--- src/rtl/hazard_unit_if.sv ---
// rtl/hazard_unit_if.sv - pipeline-to-hazard-unit signal bundle
// master: pipeline datapath side; slave: hazard controller side.
interface hazard_unit_if #(
  parameter int CNT_W = 16
);
  logic [4:0]       Rs1D;
  logic [4:0]       Rs2D;
  logic [4:0]       Rs1E;
  logic [4:0]       Rs2E;
  logic [4:0]       RdE;
  logic [1:0]       ResultSrcE;
  logic             PCSrcE;
  logic [4:0]       RdM;
  logic             RegWriteM;
  logic             MemReqM;
  logic             MemAckM;
  logic [4:0]       RdW;
  logic             RegWriteW;

  logic [1:0]       ForwardAE;
  logic [1:0]       ForwardBE;
  logic             StallF;
  logic             StallD;
  logic             FlushD;
  logic             StallE;
  logic             FlushE;
  logic             StallM;
  logic             FlushW;
  logic             mem_timeout;
  logic [CNT_W-1:0] stall_cycles;
  logic [CNT_W-1:0] flush_events;

  modport master (
    output Rs1D, Rs2D, Rs1E, Rs2E, RdE, ResultSrcE, PCSrcE,
           RdM, RegWriteM, MemReqM, MemAckM, RdW, RegWriteW,
    input  ForwardAE, ForwardBE, StallF, StallD, FlushD, StallE, FlushE,
           StallM, FlushW, mem_timeout, stall_cycles, flush_events
  );

  modport slave (
    input  Rs1D, Rs2D, Rs1E, Rs2E, RdE, ResultSrcE, PCSrcE,
           RdM, RegWriteM, MemReqM, MemAckM, RdW, RegWriteW,
    output ForwardAE, ForwardBE, StallF, StallD, FlushD, StallE, FlushE,
           StallM, FlushW, mem_timeout, stall_cycles, flush_events
  );
endinterface

--- src/rtl/hazard_unit.sv ---
// rtl/hazard_unit.sv - 5-stage pipeline hazard controller
// Forwarding, load-use stall, branch flush, data-memory wait with timeout, perf counters.
module hazard_unit #(
  parameter int CNT_W       = 16,
  parameter int TO_W        = 8,
  parameter int MEM_TIMEOUT = 200
) (
  input  logic         clk,
  input  logic         rst,
  hazard_unit_if.slave hz
);

  typedef enum logic [1:0] {
    S_RUN  = 2'd0,
    S_WAIT = 2'd1,
    S_ERR  = 2'd2
  } state_t;

  localparam logic [TO_W-1:0] TIMEOUT_V = TO_W'(MEM_TIMEOUT);

  state_t           state_q, state_d;
  logic [TO_W-1:0]  wait_q, wait_d;
  logic             timeout_q, timeout_d;
  logic [CNT_W-1:0] stall_cnt_q;
  logic [CNT_W-1:0] flush_cnt_q;

  logic [1:0] fwd_a, fwd_b;
  logic       load_use, mem_wait;
  logic       stall_f, stall_d, flush_d, stall_e, flush_e, stall_m, flush_w;

  // Memory stage holds the younger result, so it wins over Writeback.
  always_comb begin
    fwd_a = 2'b00;
    if (hz.RegWriteM && (hz.RdM != 5'd0) && (hz.RdM == hz.Rs1E))
      fwd_a = 2'b10;
    else if (hz.RegWriteW && (hz.RdW != 5'd0) && (hz.RdW == hz.Rs1E))
      fwd_a = 2'b01;
  end

  always_comb begin
    fwd_b = 2'b00;
    if (hz.RegWriteM && (hz.RdM != 5'd0) && (hz.RdM == hz.Rs2E))
      fwd_b = 2'b10;
    else if (hz.RegWriteW && (hz.RdW != 5'd0) && (hz.RdW == hz.Rs2E))
      fwd_b = 2'b01;
  end

  assign load_use = (hz.ResultSrcE == 2'b01) && (hz.RdE != 5'd0) &&
                    ((hz.RdE == hz.Rs1D) || (hz.RdE == hz.Rs2D));

  assign mem_wait = hz.MemReqM && !hz.MemAckM;

  always_comb begin
    state_d   = state_q;
    wait_d    = wait_q;
    timeout_d = timeout_q;
    stall_f   = 1'b0;
    stall_d   = 1'b0;
    flush_d   = 1'b0;
    stall_e   = 1'b0;
    flush_e   = 1'b0;
    stall_m   = 1'b0;
    flush_w   = 1'b0;

    case (state_q)
      S_RUN: begin
        if (mem_wait) begin
          state_d = S_WAIT;
          wait_d  = TO_W'(1);
        end
      end
      S_WAIT: begin
        if (hz.MemAckM) begin
          state_d = S_RUN;
          wait_d  = '0;
        end else if (wait_q == TIMEOUT_V) begin
          state_d   = S_ERR;
          timeout_d = 1'b1;
        end else begin
          wait_d = wait_q + TO_W'(1);
        end
      end
      S_ERR: begin
        state_d = S_ERR;
      end
      default: begin
        state_d = S_RUN;
        wait_d  = '0;
      end
    endcase

    // Frozen Execute means branch and load-use decisions wait for release.
    if ((state_q == S_ERR) || mem_wait) begin
      stall_f = 1'b1;
      stall_d = 1'b1;
      stall_e = 1'b1;
      stall_m = 1'b1;
      flush_w = 1'b1;
    end else if (hz.PCSrcE) begin
      flush_d = 1'b1;
      flush_e = 1'b1;
    end else if (load_use) begin
      stall_f = 1'b1;
      stall_d = 1'b1;
      flush_e = 1'b1;
    end
  end

  always_ff @(posedge clk or negedge rst) begin
    if (!rst) begin
      state_q   <= S_RUN;
      wait_q    <= '0;
      timeout_q <= 1'b0;
    end else begin
      state_q   <= state_d;
      wait_q    <= wait_d;
      timeout_q <= timeout_d;
    end
  end

  always_ff @(posedge clk or negedge rst) begin
    if (!rst) begin
      stall_cnt_q <= '0;
      flush_cnt_q <= '0;
    end else begin
      if (stall_f && (stall_cnt_q != {CNT_W{1'b1}}))
        stall_cnt_q <= stall_cnt_q + CNT_W'(1);
      if (flush_d && (flush_cnt_q != {CNT_W{1'b1}}))
        flush_cnt_q <= flush_cnt_q + CNT_W'(1);
    end
  end

  assign hz.ForwardAE    = fwd_a;
  assign hz.ForwardBE    = fwd_b;
  assign hz.StallF       = stall_f;
  assign hz.StallD       = stall_d;
  assign hz.FlushD       = flush_d;
  assign hz.StallE       = stall_e;
  assign hz.FlushE       = flush_e;
  assign hz.StallM       = stall_m;
  assign hz.FlushW       = flush_w;
  assign hz.mem_timeout  = timeout_q;
  assign hz.stall_cycles = stall_cnt_q;
  assign hz.flush_events = flush_cnt_q;

endmodule

--- src/flat_wrapper.sv ---
// flat-port wrapper written by rule: the top's interface ports become plain ports
module hazard_unit_flat 
#(
  parameter int CNT_W       = 16,
  parameter int TO_W        = 8,
  parameter int MEM_TIMEOUT = 200
)
  (clk, rst, hz_Rs1D, hz_Rs2D, hz_Rs1E, hz_Rs2E, hz_RdE, hz_ResultSrcE, hz_PCSrcE, hz_RdM, hz_RegWriteM, hz_MemReqM, hz_MemAckM, hz_RdW, hz_RegWriteW, hz_ForwardAE, hz_ForwardBE, hz_StallF, hz_StallD, hz_FlushD, hz_StallE, hz_FlushE, hz_StallM, hz_FlushW, hz_mem_timeout, hz_stall_cycles, hz_flush_events);
  hazard_unit_if #(.CNT_W(CNT_W)) hz_i ();
  input  logic clk;
  input  logic rst;
  input wire logic [$bits(hz_i.Rs1D)-1:0] hz_Rs1D;
  input wire logic [$bits(hz_i.Rs2D)-1:0] hz_Rs2D;
  input wire logic [$bits(hz_i.Rs1E)-1:0] hz_Rs1E;
  input wire logic [$bits(hz_i.Rs2E)-1:0] hz_Rs2E;
  input wire logic [$bits(hz_i.RdE)-1:0] hz_RdE;
  input wire logic [$bits(hz_i.ResultSrcE)-1:0] hz_ResultSrcE;
  input wire logic [$bits(hz_i.PCSrcE)-1:0] hz_PCSrcE;
  input wire logic [$bits(hz_i.RdM)-1:0] hz_RdM;
  input wire logic [$bits(hz_i.RegWriteM)-1:0] hz_RegWriteM;
  input wire logic [$bits(hz_i.MemReqM)-1:0] hz_MemReqM;
  input wire logic [$bits(hz_i.MemAckM)-1:0] hz_MemAckM;
  input wire logic [$bits(hz_i.RdW)-1:0] hz_RdW;
  input wire logic [$bits(hz_i.RegWriteW)-1:0] hz_RegWriteW;
  output wire logic [$bits(hz_i.ForwardAE)-1:0] hz_ForwardAE;
  output wire logic [$bits(hz_i.ForwardBE)-1:0] hz_ForwardBE;
  output wire logic [$bits(hz_i.StallF)-1:0] hz_StallF;
  output wire logic [$bits(hz_i.StallD)-1:0] hz_StallD;
  output wire logic [$bits(hz_i.FlushD)-1:0] hz_FlushD;
  output wire logic [$bits(hz_i.StallE)-1:0] hz_StallE;
  output wire logic [$bits(hz_i.FlushE)-1:0] hz_FlushE;
  output wire logic [$bits(hz_i.StallM)-1:0] hz_StallM;
  output wire logic [$bits(hz_i.FlushW)-1:0] hz_FlushW;
  output wire logic [$bits(hz_i.mem_timeout)-1:0] hz_mem_timeout;
  output wire logic [$bits(hz_i.stall_cycles)-1:0] hz_stall_cycles;
  output wire logic [$bits(hz_i.flush_events)-1:0] hz_flush_events;
  assign hz_i.Rs1D = hz_Rs1D;
  assign hz_i.Rs2D = hz_Rs2D;
  assign hz_i.Rs1E = hz_Rs1E;
  assign hz_i.Rs2E = hz_Rs2E;
  assign hz_i.RdE = hz_RdE;
  assign hz_i.ResultSrcE = hz_ResultSrcE;
  assign hz_i.PCSrcE = hz_PCSrcE;
  assign hz_i.RdM = hz_RdM;
  assign hz_i.RegWriteM = hz_RegWriteM;
  assign hz_i.MemReqM = hz_MemReqM;
  assign hz_i.MemAckM = hz_MemAckM;
  assign hz_i.RdW = hz_RdW;
  assign hz_i.RegWriteW = hz_RegWriteW;
  assign hz_ForwardAE = hz_i.ForwardAE;
  assign hz_ForwardBE = hz_i.ForwardBE;
  assign hz_StallF = hz_i.StallF;
  assign hz_StallD = hz_i.StallD;
  assign hz_FlushD = hz_i.FlushD;
  assign hz_StallE = hz_i.StallE;
  assign hz_FlushE = hz_i.FlushE;
  assign hz_StallM = hz_i.StallM;
  assign hz_FlushW = hz_i.FlushW;
  assign hz_mem_timeout = hz_i.mem_timeout;
  assign hz_stall_cycles = hz_i.stall_cycles;
  assign hz_flush_events = hz_i.flush_events;
  hazard_unit #(.CNT_W(CNT_W), .TO_W(TO_W), .MEM_TIMEOUT(MEM_TIMEOUT)) u_core (.clk(clk), .rst(rst), .hz(hz_i));
endmodule
--- config.mk ---
export PLATFORM = sky130hd
export DESIGN_NAME = hazard_unit_flat
export DESIGN_NICKNAME = d
export VERILOG_FILES = /design/src/rtl/hazard_unit_if.sv /design/src/rtl/hazard_unit.sv /design/src/flat_wrapper.sv
export SDC_FILE = /design/constraint.sdc
export NUM_CORES = 1
export LEC_CHECK = 0
export CAP_MARGIN = 10
export CORE_MARGIN = 10
export CORE_UTILIZATION = 49
export DETAILED_ROUTE_END_ITERATION = 16
export PLACE_DENSITY = 0.83
export REMOVE_ABC_BUFFERS = 1
export SYNTH_ARGS = -nofsm -noshare
export SYNTH_HDL_FRONTEND = slang
export SYNTH_SLANG_ARGS = --single-unit
--- constraint.sdc ---
create_clock -name clk -period 4.7 [get_ports clk]
set_input_delay 0.47 -clock clk [delete_from_list [all_inputs] [get_ports clk]]
set_output_delay 0.47 -clock clk [all_outputs]
set_load 0.01 [all_outputs]
* After elaboration in Yosys (flattened, before gate mapping)
Index checks and enable logic that the tools add are counted.
** Storage, ports and cells
- Register bits :: 43
- Bits in latches :: 0
- Bits in writable memories :: 0
- Bits in read-only memories :: 0
- Output and inout port bits :: 44
- Word-level logic and storage cells :: 66
- Memories :: 0
** Operators by class
- $add $sub $neg :: 3
- $mul :: 0
- Div/mod/pow operators :: 0
- $lt $le $gt $ge :: 0
- Eq/ne operators :: 15
- Shifts and indexed selects :: 0
- Mux-type cells :: 20
- Bitwise operators :: 2
- Reductions and logical operators :: 21
** Operators with widths (number)
- 16-bit by 1-bit adder with 16-bit output (second input constant) :: 2
- 16-bit inequality test (second input constant) :: 2
- 5-bit equality test :: 6
- 8-bit two-way mux :: 3
- 8-bit case mux with 3 select lines :: 1
- 5-bit nonzero test :: 3
- 1-bit logical AND :: 11
- 1-bit two-way mux :: 10
- 2-bit two-way mux :: 5
- 8-bit by 1-bit adder with 8-bit output (second input constant) :: 1
- 8-bit equality test (second input constant) :: 1
- 2-bit case mux with 3 select lines :: 1
- 3-bit AND reduction :: 2
- 2-bit by 1-bit equality test with 1-bit output (second input constant) :: 2
- 3-bit by 2-bit inequality test with 1-bit output (second input constant) :: 1
- 3-bit inequality test (second input constant) :: 1
- 2-bit equality test (second input constant) :: 1
- 2-bit zero test :: 1
- 1-bit logical OR :: 2
- 2-bit by 1-bit inequality test with 1-bit output (second input constant) :: 1
- 1-bit NOT :: 2
- 2-bit AND reduction :: 1
- 1-bit zero test :: 1

* Longest topological paths before layout
Gate-level depths: netlist of run 1.
- Depth in word-level cells :: 7
- Gate-level depth with buffers :: 8
- Depth with buffers taken out :: 8

* Worst setup path before layout of run 1
No wires, ideal clock.
- Kind :: input-to-output
- From :: input hz_RdM[1]
- To :: output hz_ForwardAE[0]
- Data arrival time :: 1763 ps
- Required time :: 4230 ps
- Slack :: 2467 ps
- Cell stages on the path :: 4
- Path buffers :: 0
- Cells stage by stage :: or4_1 > o21ai_0 > nor4_1 > nor4_1
** Between the ends
- Word-level cells in the longest chain between the ends :: 4
** Ends and longest elaborated chain
- from (decl) :: line flat_wrapper.sv:19 : input wire logic [$bits(hz_i.RdM)-1:0] hz_RdM;
- 5-bit nonzero test :: line hazard_unit.sv:34 : if (hz.RegWriteM && (hz.RdM != 5'd0) && (hz.RdM == hz.Rs1E))
- 1-bit logical AND :: line hazard_unit.sv:34
- 1-bit logical AND * :: line hazard_unit.sv:34
- 2-bit two-way mux * :: line hazard_unit.sv:34
- to (decl) :: line flat_wrapper.sv:25 : output wire logic [$bits(hz_i.ForwardAE)-1:0] hz_ForwardAE;
Every way passes the cells marked *; elsewhere a longest branch is shown, timed or not.

* Worst setup path after layout of run 1
- From :: input hz_RdM[2]
- To :: output hz_ForwardBE[0]
** Between the ends
- Word-level cells in the longest chain between the ends :: 4
** Ends and longest elaborated chain
- 5-bit nonzero test :: line hazard_unit.sv:42 : if (hz.RegWriteM && (hz.RdM != 5'd0) && (hz.RdM == hz.Rs2E))
- 1-bit logical AND :: line hazard_unit.sv:42
- 1-bit logical AND * :: line hazard_unit.sv:42
- 2-bit two-way mux * :: line hazard_unit.sv:42
- to (decl) :: line flat_wrapper.sv:26 : output wire logic [$bits(hz_i.ForwardBE)-1:0] hz_ForwardBE;
Marks and branches as above.

==> results by group, run 1 <==
Pwr
  • Worst-case vdd ir drop: 292 uV
  • Part of the total power dissipated in the clock network: 0.286
  • Part of the total power dissipated in sequential elements: 0.425
  • Pwr dens: 336 mW/mm^2
  • Leakage power: 1.50 nW
  • Design internal power: 0.840 mW
  • Switching power as a share of total power: 0.300
  • Share of total power in combinational logic: 0.289
  • NetSw: 0.360 mW
  • Final Power: 1.20 mW

Yosys
  • Compound-gate portion of the synthesized area: 0.0661
  • Primary FF master, synth: sky130_fd_sc_hd__dfrtp_1
  • Post-Synthesis Mean Instance Area: 9.88 um^2
  • Netlist area before placement: 0.00252 mm^2
  • Synth Area in XOR/XNOR: 0.219
  • Top cells by area in the synthesized netlist: sky130_fd_sc_hd__dfrtp_1 (43%), sky130_fd_sc_hd__xor2_1 (11%), sky130_fd_sc_hd__xnor2_1 (11%)
  • Count of distinct cell types in the synthesized netlist: 40
  • Multiplexer share of the synthesized area: 0.0194
  • Share of the synthesized area in the top cell type: 0.427
  • Register area share after synthesis: 0.427
  • Number of flops mapped to enable cells by yosys: 0
  • Post-synthesis share of cell area spent on full adders, half adders and majority gates: 0.0199
  • Post-synthesis cell count: 255
  • Share of flip-flops with an asynchronous set or reset after synthesis: 1.00
  • Leading cell type by number of instances after synthesis: sky130_fd_sc_hd__dfrtp_1
  • Cell type contributing the most total cell area after synthesis: sky130_fd_sc_hd__dfrtp_1
  • Count of state elements after synthesis: 43
  • Number of synthesis warnings: 0
  • Synth Area in Simple Gates: 0.223
  • Top cells by count, synth: sky130_fd_sc_hd__dfrtp_1 (43), sky130_fd_sc_hd__xor2_1 (32), sky130_fd_sc_hd__xnor2_1 (31), sky130_fd_sc_hd__nand2_1 (22), sky130_fd_sc_hd__nand3_1 (19)
  • Main combinational cell family by area after synthesis: simple AND/OR/NAND/NOR gates

Floorplanning
  • Core ar.: roughly 0.005 mm^2
  • I/O Pins: 88
  • Floorplan die area: approximately 0.0084 mm^2
  • Initial Utilization: 0.500
  • Count of standard-cell rows: 26
  • Die W: 91.7 um
  • Die Height: 91.7 um

Clocking
  • H-tree level count: 2
  • Clk buf depth: 2
  • Sinks on the clock net: 43
  • Number of setup buffers added after CTS: 0
  • Quantity of hold-fixing buffers added after cts: 0
  • CTS clk-pin slew, worst paths: approximately 0.08 ns
  • Clk root buf: sky130_fd_sc_hd__clkbuf_8
  • Post_cts resized: 0
  • Worst skew pair latency: 0.29 ns
  • TritonCTS clock tree: yes
  • CTS buffer count: 5

Place
  • Post-placement worst setup slack: 1.55 ns
  • Hpwl dp: 5250 um
  • Port-buffer cells: between 80 and 90
  • Number of cells after detailed placement: 408
  • Final weighted congestion of routability-driven global placement: 0.830
  • Placed cell area: 0.00344 mm^2

Global routing
  • GRT overflow: 0
  • Overall track demand over capacity in global routing: 0.159
  • Pin count of the biggest net entering global routing: 44
  • Antenna violations before repair: 0
  • Global-route wire length before repair: 11100 um
  • Number of global-route vias before repair: 2293

Detailed routing
  • Routed Antenna Nets: 0
  • Length of the first detailed-routing pass in iterations: 5
  • Detailed-route DRC error count: 0
  • Routed len/inst: 16.1 um
  • Vias per Instance: around 5.3
  • WL final: between 6000 and 7000 um
  • Total vias in the final route: roughly 2200
  • Initial drt markers: 126

Timing
  • Max Fclk: 317 MHz
  • Setup repair after global routing missed its margin: no
  • Hold Vio Cnt, Final: 0
  • Post-route clock skew: 0.00626 ns
  • Worst slew margin: 0.379
  • Clock period minus final worst setup slack: 3.16 ns
  • Final setup TNS: 0 ns
  • Final setup violation count: 0
  • Number of slew-limit violations in the final report: 0
  • Pin slew with the least headroom to its limit: between 0.9 and 1 ns
  • Post-route fraction of the period consumed by the critical path: 0.672
  • PnR worst setup slack: 1.54 ns

Cells and area
  • Area growth from synthesis to layout: 41.9%
  • Ratio of cells with drive above 1 in the final layout: 0.0462
  • Area of all placed cells without fillers: 0.00357 mm^2
  • Net count, final: 393
  • Number of antenna cells inserted: 0
  • Count of non-filler cells in the finished layout: 416
  • Sequential cell area: 0.00108 mm^2
  • Area used by multi-input combinational logic: 0.00138 mm^2
  • Fillers: 386

Status
  • Result of the run: finished, final reports clean

Worst setup path
  • Critical path type: in -> out
  • Worst-path maximum fanout: 3
  • Startpoint type of the worst setup path: input port
  • Required time worst endpoint: between 4 and 5 ns
  • Kind of capture point of the worst setup path: output port
  • CP arrival: 2.69 ns

Run
  • Count of max-cap constraint violations: 0

Worst hold path
  • Type of the worst min-delay path: in -> async
[cell families after synthesis]
family                   count (synthesis)
AND/OR/NAND/NOR                        106
XOR/XNOR                                63
flip-flops                              43
AO/OA/AOI/OAI                           23
buffers and inverters                   12
multiplexers                             4
adder cells (fa/ha/maj)                  4
[cells in the final DEF, fill, tap and decap left out, types with 3 or more instances in the layout]
master                            netlist  layout
sky130_fd_sc_hd__a21oi_1                3       3
sky130_fd_sc_hd__nand2b_1               4       4
sky130_fd_sc_hd__clkdlybuf4s50_1        0      86
sky130_fd_sc_hd__dfrtp_1               43      43
sky130_fd_sc_hd__and2_1                 4       4
sky130_fd_sc_hd__o21a_1                 3       3
sky130_fd_sc_hd__mux2_2                 3       3
sky130_fd_sc_hd__or4_1                  4       4
sky130_fd_sc_hd__ha_1                   4       4
sky130_fd_sc_hd__nand2_1               22      22
sky130_fd_sc_hd__and4_1                 4       4
sky130_fd_sc_hd__nand3_1               19      19
sky130_fd_sc_hd__nor4_1                 7       7
sky130_fd_sc_hd__clkbuf_8               0       5
sky130_fd_sc_hd__inv_1                  8       8
sky130_fd_sc_hd__nand4_1               10      10
sky130_fd_sc_hd__xnor2_1               31      31
sky130_fd_sc_hd__nor3_1                 4       4
sky130_fd_sc_hd__o21ai_0                6       6
sky130_fd_sc_hd__nor2_1                18      18
sky130_fd_sc_hd__xor2_1                32      32
[sequential cells by signal, summed over array words and instances, names as in the netlist]
signal                  flops
u_core.hz.flush_events     16
u_core.hz.mem_timeout       1
u_core.hz.stall_cycles     16
u_core.state_q              2
u_core.wait_q               8
[final timing paths]
check | endpoint | cells after the start | start | slack (ns)
worst max-delay path | hz_ForwardBE[0] | 6 | hz_RdM[2] | 1.54
worst min-delay path | u_core.hz.flush_events[4]$_DFFE_PN0P_ | 1 | rst | 0.31
worst max register to register | u_core.hz.stall_cycles[1]$_DFFE_PN0P_ | 6 | u_core.hz.stall_cycles[0]$_DFFE_PN0P_ | 2.44
worst min register to register | u_core.hz.mem_timeout$_DFFE_PN0N_ | 1 | u_core.hz.mem_timeout$_DFFE_PN0N_ | 0.48
max in group asynchronous | u_core.hz.stall_cycles[10]$_DFFE_PN0P_ | 1 | rst | 3.81
min in group clk | u_core.hz.mem_timeout$_DFFE_PN0N_ | 1 | u_core.hz.mem_timeout$_DFFE_PN0N_ | 0.48
[critical path, cell delays in order]
cell and delay, ns:
sky130_fd_sc_hd__clkdlybuf4s50_1 0.48, sky130_fd_sc_hd__or4_1 0.51, sky130_fd_sc_hd__o21ai_0 0.23, sky130_fd_sc_hd__nor4_1 0.11, sky130_fd_sc_hd__nor4_1 0.28, sky130_fd_sc_hd__clkdlybuf4s50_1 0.60
[layout make-up]
| type | instances | share of cell area |
|---|---|---|
| inverter | 8 | 0.00840 |
| clock buffer | 5 | 0.0193 |
| sequential | 43 | 0.301 |
| clock inverter | 3 | 0.0189 |
| timing repair buffer | 87 | 0.242 |
| multi-input combinational | 200 | 0.386 |
| tap | 70 | 0.0245 |
[metal layers]
metal | vias to the layer above | part of all wire | global-route usage
li1 | 1068 | - | -
met1 | 1070 | 0.39 | 0.174
met2 | 70 | 0.52 | 0.280
met3 | 6 | 0.077 | 0.0644
met4 | 0 | 0.011 | 0.0411
met5 | - | 0 | 0
[power by group through the flow]
stage / Sequential (mW) / Clock (mW) / Combinational (mW)
6_report: 0.510 / 0.343 / 0.347
4_1_cts: 0.509 / 0.350 / 0.353
5_1_grt: 0.522 / 0.367 / 0.382
3_3_place_gp: 0.510 / 0 / 0.339
2_1_floorplan: 0.521 / 0 / 0.132
3_5_place_dp: 0.511 / 0 / 0.346
[stage by stage]
step                      hold WS, ns   util
after floorplan                 0.174      -
after global placement          0.452  0.682
after detailed placement        0.464  0.682
after CTS                       0.341  0.709
after global routing            0.388  0.709
final                           0.311  0.709
Power figures use the tool's default switching activity.
==> run 2, diff against run 1 <==
--- a/config.mk
+++ b/config.mk
@@ -7,9 +7,9 @@
 export LEC_CHECK = 0
 export CAP_MARGIN = 10
 export CORE_MARGIN = 10
-export CORE_UTILIZATION = 49
+export CORE_UTILIZATION = 45
 export DETAILED_ROUTE_END_ITERATION = 16
-export PLACE_DENSITY = 0.83
+export PLACE_DENSITY = 0.77
 export REMOVE_ABC_BUFFERS = 1
 export SYNTH_ARGS = -nofsm -noshare
 export SYNTH_HDL_FRONTEND = slang
==> constraint.sdc (replaced) <==
create_clock -name clk -period 2.91 [get_ports clk]
set_input_delay 0.291 -clock clk [delete_from_list [all_inputs] [get_ports clk]]
set_output_delay 0.291 -clock clk [all_outputs]
set_load 0.01 [all_outputs]
==> run 2 against run 1 <==
Against the previous run: sequential power up 61%; cell count up 1.2%; worst hold slack worse by 0.19 ns; highest routed layer unchanged; largest cell class unchanged; sequential cell count unchanged; count of clock-buffer cells in the layout unchanged.
==> results by group, run 2 (same netlist as run 1, synthesis figures left out) <==
Detailed routing
  • Length of the first detailed-routing pass in iterations: 4 (was 5)
  • WL final: 6280 um (was 6680 um)
  • Detail Route met3 WL: 599 um (was 513 um)
  • Routed len/inst: 14.9 um (was 16.1 um)
  • Vias per Instance: 5.23 (was 5.32)
  • Total vias in the final route: 2202 (was 2214)
  • Detailed-route DRC error count: 0 (unchanged)
  • Routed Antenna Nets: 0 (unchanged)
  • Initial drt markers: 95 (was 126)
  • Highest routed layer: met4 (unchanged)
  • Metal2 WL: 2820 um (was 3480 um)
  • Wire length on met1: 2770 um (was 2610 um)

Worst setup path
  • Critical path type: in -> out (unchanged)
  • Required time worst endpoint: 2.62 ns (was 4.23 ns)
  • Largest stage delay on the critical path: 0.60 ns (about the same)
  • Startpoint type of the worst setup path: input port (unchanged)
  • Worst-path maximum fanout: 3 (unchanged)
  • CP arrival: 2.53 ns (was 2.69 ns)
  • Ordered cell list for the critical path: clkdlybuf4s50_1, or4_1, o21ai_0, or4_1, nor4_2, clkdlybuf4s50_1 (was clkdlybuf4s50_1, or4_1, o21ai_0, nor4_1, nor4_1, clkdlybuf4s50_1)
  • Kind of capture point of the worst setup path: output port (unchanged)
  • Critical-path top delay cell: sky130_fd_sc_hd__clkdlybuf4s50_1 (unchanged)

Cells and area
  • Number of antenna cells inserted: 0 (unchanged)
  • Fillers: 456 (was 386)
  • Area growth from synthesis to layout: 42.2% (was 41.9%)
  • Net count, final: 396 (was 393)
  • Leading cell types in the layout, fill and taps excluded: sky130_fd_sc_hd__clkdlybuf4s50_1 (86), sky130_fd_sc_hd__dfrtp_1 (43), sky130_fd_sc_hd__xor2_1 (32) (unchanged)
  • Sequential cell area: 0.00108 mm^2 (unchanged)
  • Count of non-filler cells in the finished layout: 421 (was 416)
  • Area used by multi-input combinational logic: 0.00139 mm^2 (was 0.00138 mm^2)
  • Most common cell after layout, fill and taps aside: sky130_fd_sc_hd__clkdlybuf4s50_1 (unchanged)
  • Ratio of cells with drive above 1 in the final layout: 0.0573 (was 0.0462)

Clocking
  • Clk root buf: sky130_fd_sc_hd__clkbuf_8 (unchanged)
  • Number of setup buffers added after CTS: 0 (unchanged)
  • Sinks on the clock net: 43 (unchanged)
  • CTS clk-pin slew, worst paths: 0.09 ns (was 0.08 ns)
  • CTS buffer count: 5 (unchanged)
  • Worst skew pair latency: 0.29 ns (about the same)
  • H-tree level count: 2 (unchanged)
  • Clk buf depth: 2 (unchanged)
  • TritonCTS clock tree: yes (unchanged)

Place
  • Port-buffer cells: 87 (unchanged)
  • Hpwl dp: 5020 um (was 5250 um)
  • Final weighted congestion of routability-driven global placement: 0.901 (was 0.830)
  • Post-placement worst setup slack: -0.0106 ns (was 1.55 ns)
  • Number of cells after detailed placement: 413 (was 408)

Timing
  • Clock period minus final worst setup slack: 2.83 ns
  • Setup repair after global routing missed its margin: no (unchanged)
  • Hold Vio Cnt, Final: 0 (unchanged)
  • Worst slew margin: 0.392 (was 0.379)
  • Max Fclk: 354 MHz
  • Post-route clock skew: 0.0118 ns (was 0.00626 ns)
  • Number of slew-limit violations in the final report: 0 (unchanged)
  • Pin slew with the least headroom to its limit: 0.912 ns (was 0.931 ns)
  • PnR worst setup slack: 0.0848 ns (was 1.54 ns)
  • Post-route fraction of the period consumed by the critical path: 0.971
  • Final setup violation count: 0 (unchanged)

Pwr
  • Worst-case vdd ir drop: 307 uV (was 292 uV)
  • Leakage power: 1.51 nW (was 1.50 nW)
  • Pwr dens: 514 mW/mm^2 (was 336 mW/mm^2)
  • Final Power: 1.84 mW (was 1.20 mW)

Floorplanning
  • Core ar.: 0.00547 mm^2 (was 0.00504 mm^2)
  • Die Height: 94.8 um (was 91.7 um)
  • Floorplan die area: 0.00899 mm^2 (was 0.00841 mm^2)
  • I/O Pins: 88 (unchanged)
  • Die W: 94.8 um (was 91.7 um)
  • Count of standard-cell rows: 27 (was 26)
  • Initial Utilization: 0.460 (was 0.500)

Run
  • Count of max-cap constraint violations: 0 (unchanged)

Global routing
  • Global-route wire length before repair: 10200 um (was 11100 um)
  • Number of global-route vias before repair: 2273 (was 2293)
  • GRT overflow: 0 (unchanged)
  • Antenna violations before repair: 0 (unchanged)
  • Pin count of the biggest net entering global routing: 44 (unchanged)
  • Overall track demand over capacity in global routing: 0.136 (was 0.159)

Status
  • Result of the run: finished, final reports clean (unchanged)

Worst hold path
  • Type of the worst min-delay path: in -> async (unchanged)
run 2: final cells by class:
class,instances,area share
flip-flops and latches,43,0.300
repair buffers,90,0.248
multi-input cells,200,0.387
clock inverters,3,0.0122
well taps,72,0.0251
clock buffers,5,0.0192
inverters,8,0.00838
run 2: critical path, delay by kind of cell:
| family | cells | cell delay (ns) |
|---|---|---|
| buffers and inverters | 2 | 1.13 |
| AOI/OAI and AO/OA | 1 | 0.07 |
| and+or+nand+nor | 3 | 1.03 |
run 2: report_power, final:
part	internal (mW)	total [mW]	switching, mW
registers	0.690	0.821	0.132
logic	0.327	0.559	0.232
clock network	0.256	0.460	0.204
total	1.27	1.84	0.568
run 2: worst paths after layout:
path                                                  startpoint                                    end  slack (ns)  cells after the start
setup / recovery                                       hz_RdW[0]                        hz_ForwardBE[0]        0.08                      6
hold / removal                                               rst  u_core.hz.flush_events[7]$_DFFE_PN0P_        0.12                      1
setup reg to reg           u_core.hz.stall_cycles[0]$_DFFE_PN0P_  u_core.hz.stall_cycles[1]$_DFFE_PN0P_        0.66                      6
hold reg to reg                u_core.hz.mem_timeout$_DFFE_PN0N_      u_core.hz.mem_timeout$_DFFE_PN0N_        0.48                      1
max in group asynchronous                                    rst  u_core.hz.stall_cycles[4]$_DFFE_PN0P_        2.21                      1
min in group clk               u_core.hz.mem_timeout$_DFFE_PN0N_      u_core.hz.mem_timeout$_DFFE_PN0N_        0.48                      1
run 2: per-layer routing:
metal	vias up	GRT usage
met4	0	0.0374
met5	-	0
met3	10	0.0555
li1	1073	-
met1	1037	0.162
met2	82	0.222
run 2: what timing repair did:
action,in CTS,in global routing
hold buffers,0,0
endpoints found under the setup margin,1,1
hold endpoints to repair,0,0
pin swaps,1,0
gates resized for setup,0,1
run 2: per-stage QoR:
| step | TNS (ns) | cell area, um^2 | utilization | hold WS [ns] |
|---|---|---|---|---|
| floorplan | 0 | 2480 | - | -0.00459 |
| global placement | 0 | 3460 | 0.633 | 0.455 |
| detailed placement | -0.0106 | 3460 | 0.633 | 0.454 |
| CTS | 0 | 3580 | 0.653 | 0.158 |
| global route | 0 | 3580 | 0.655 | 0.194 |
| finish | 0 | 3580 | 0.655 | 0.119 |
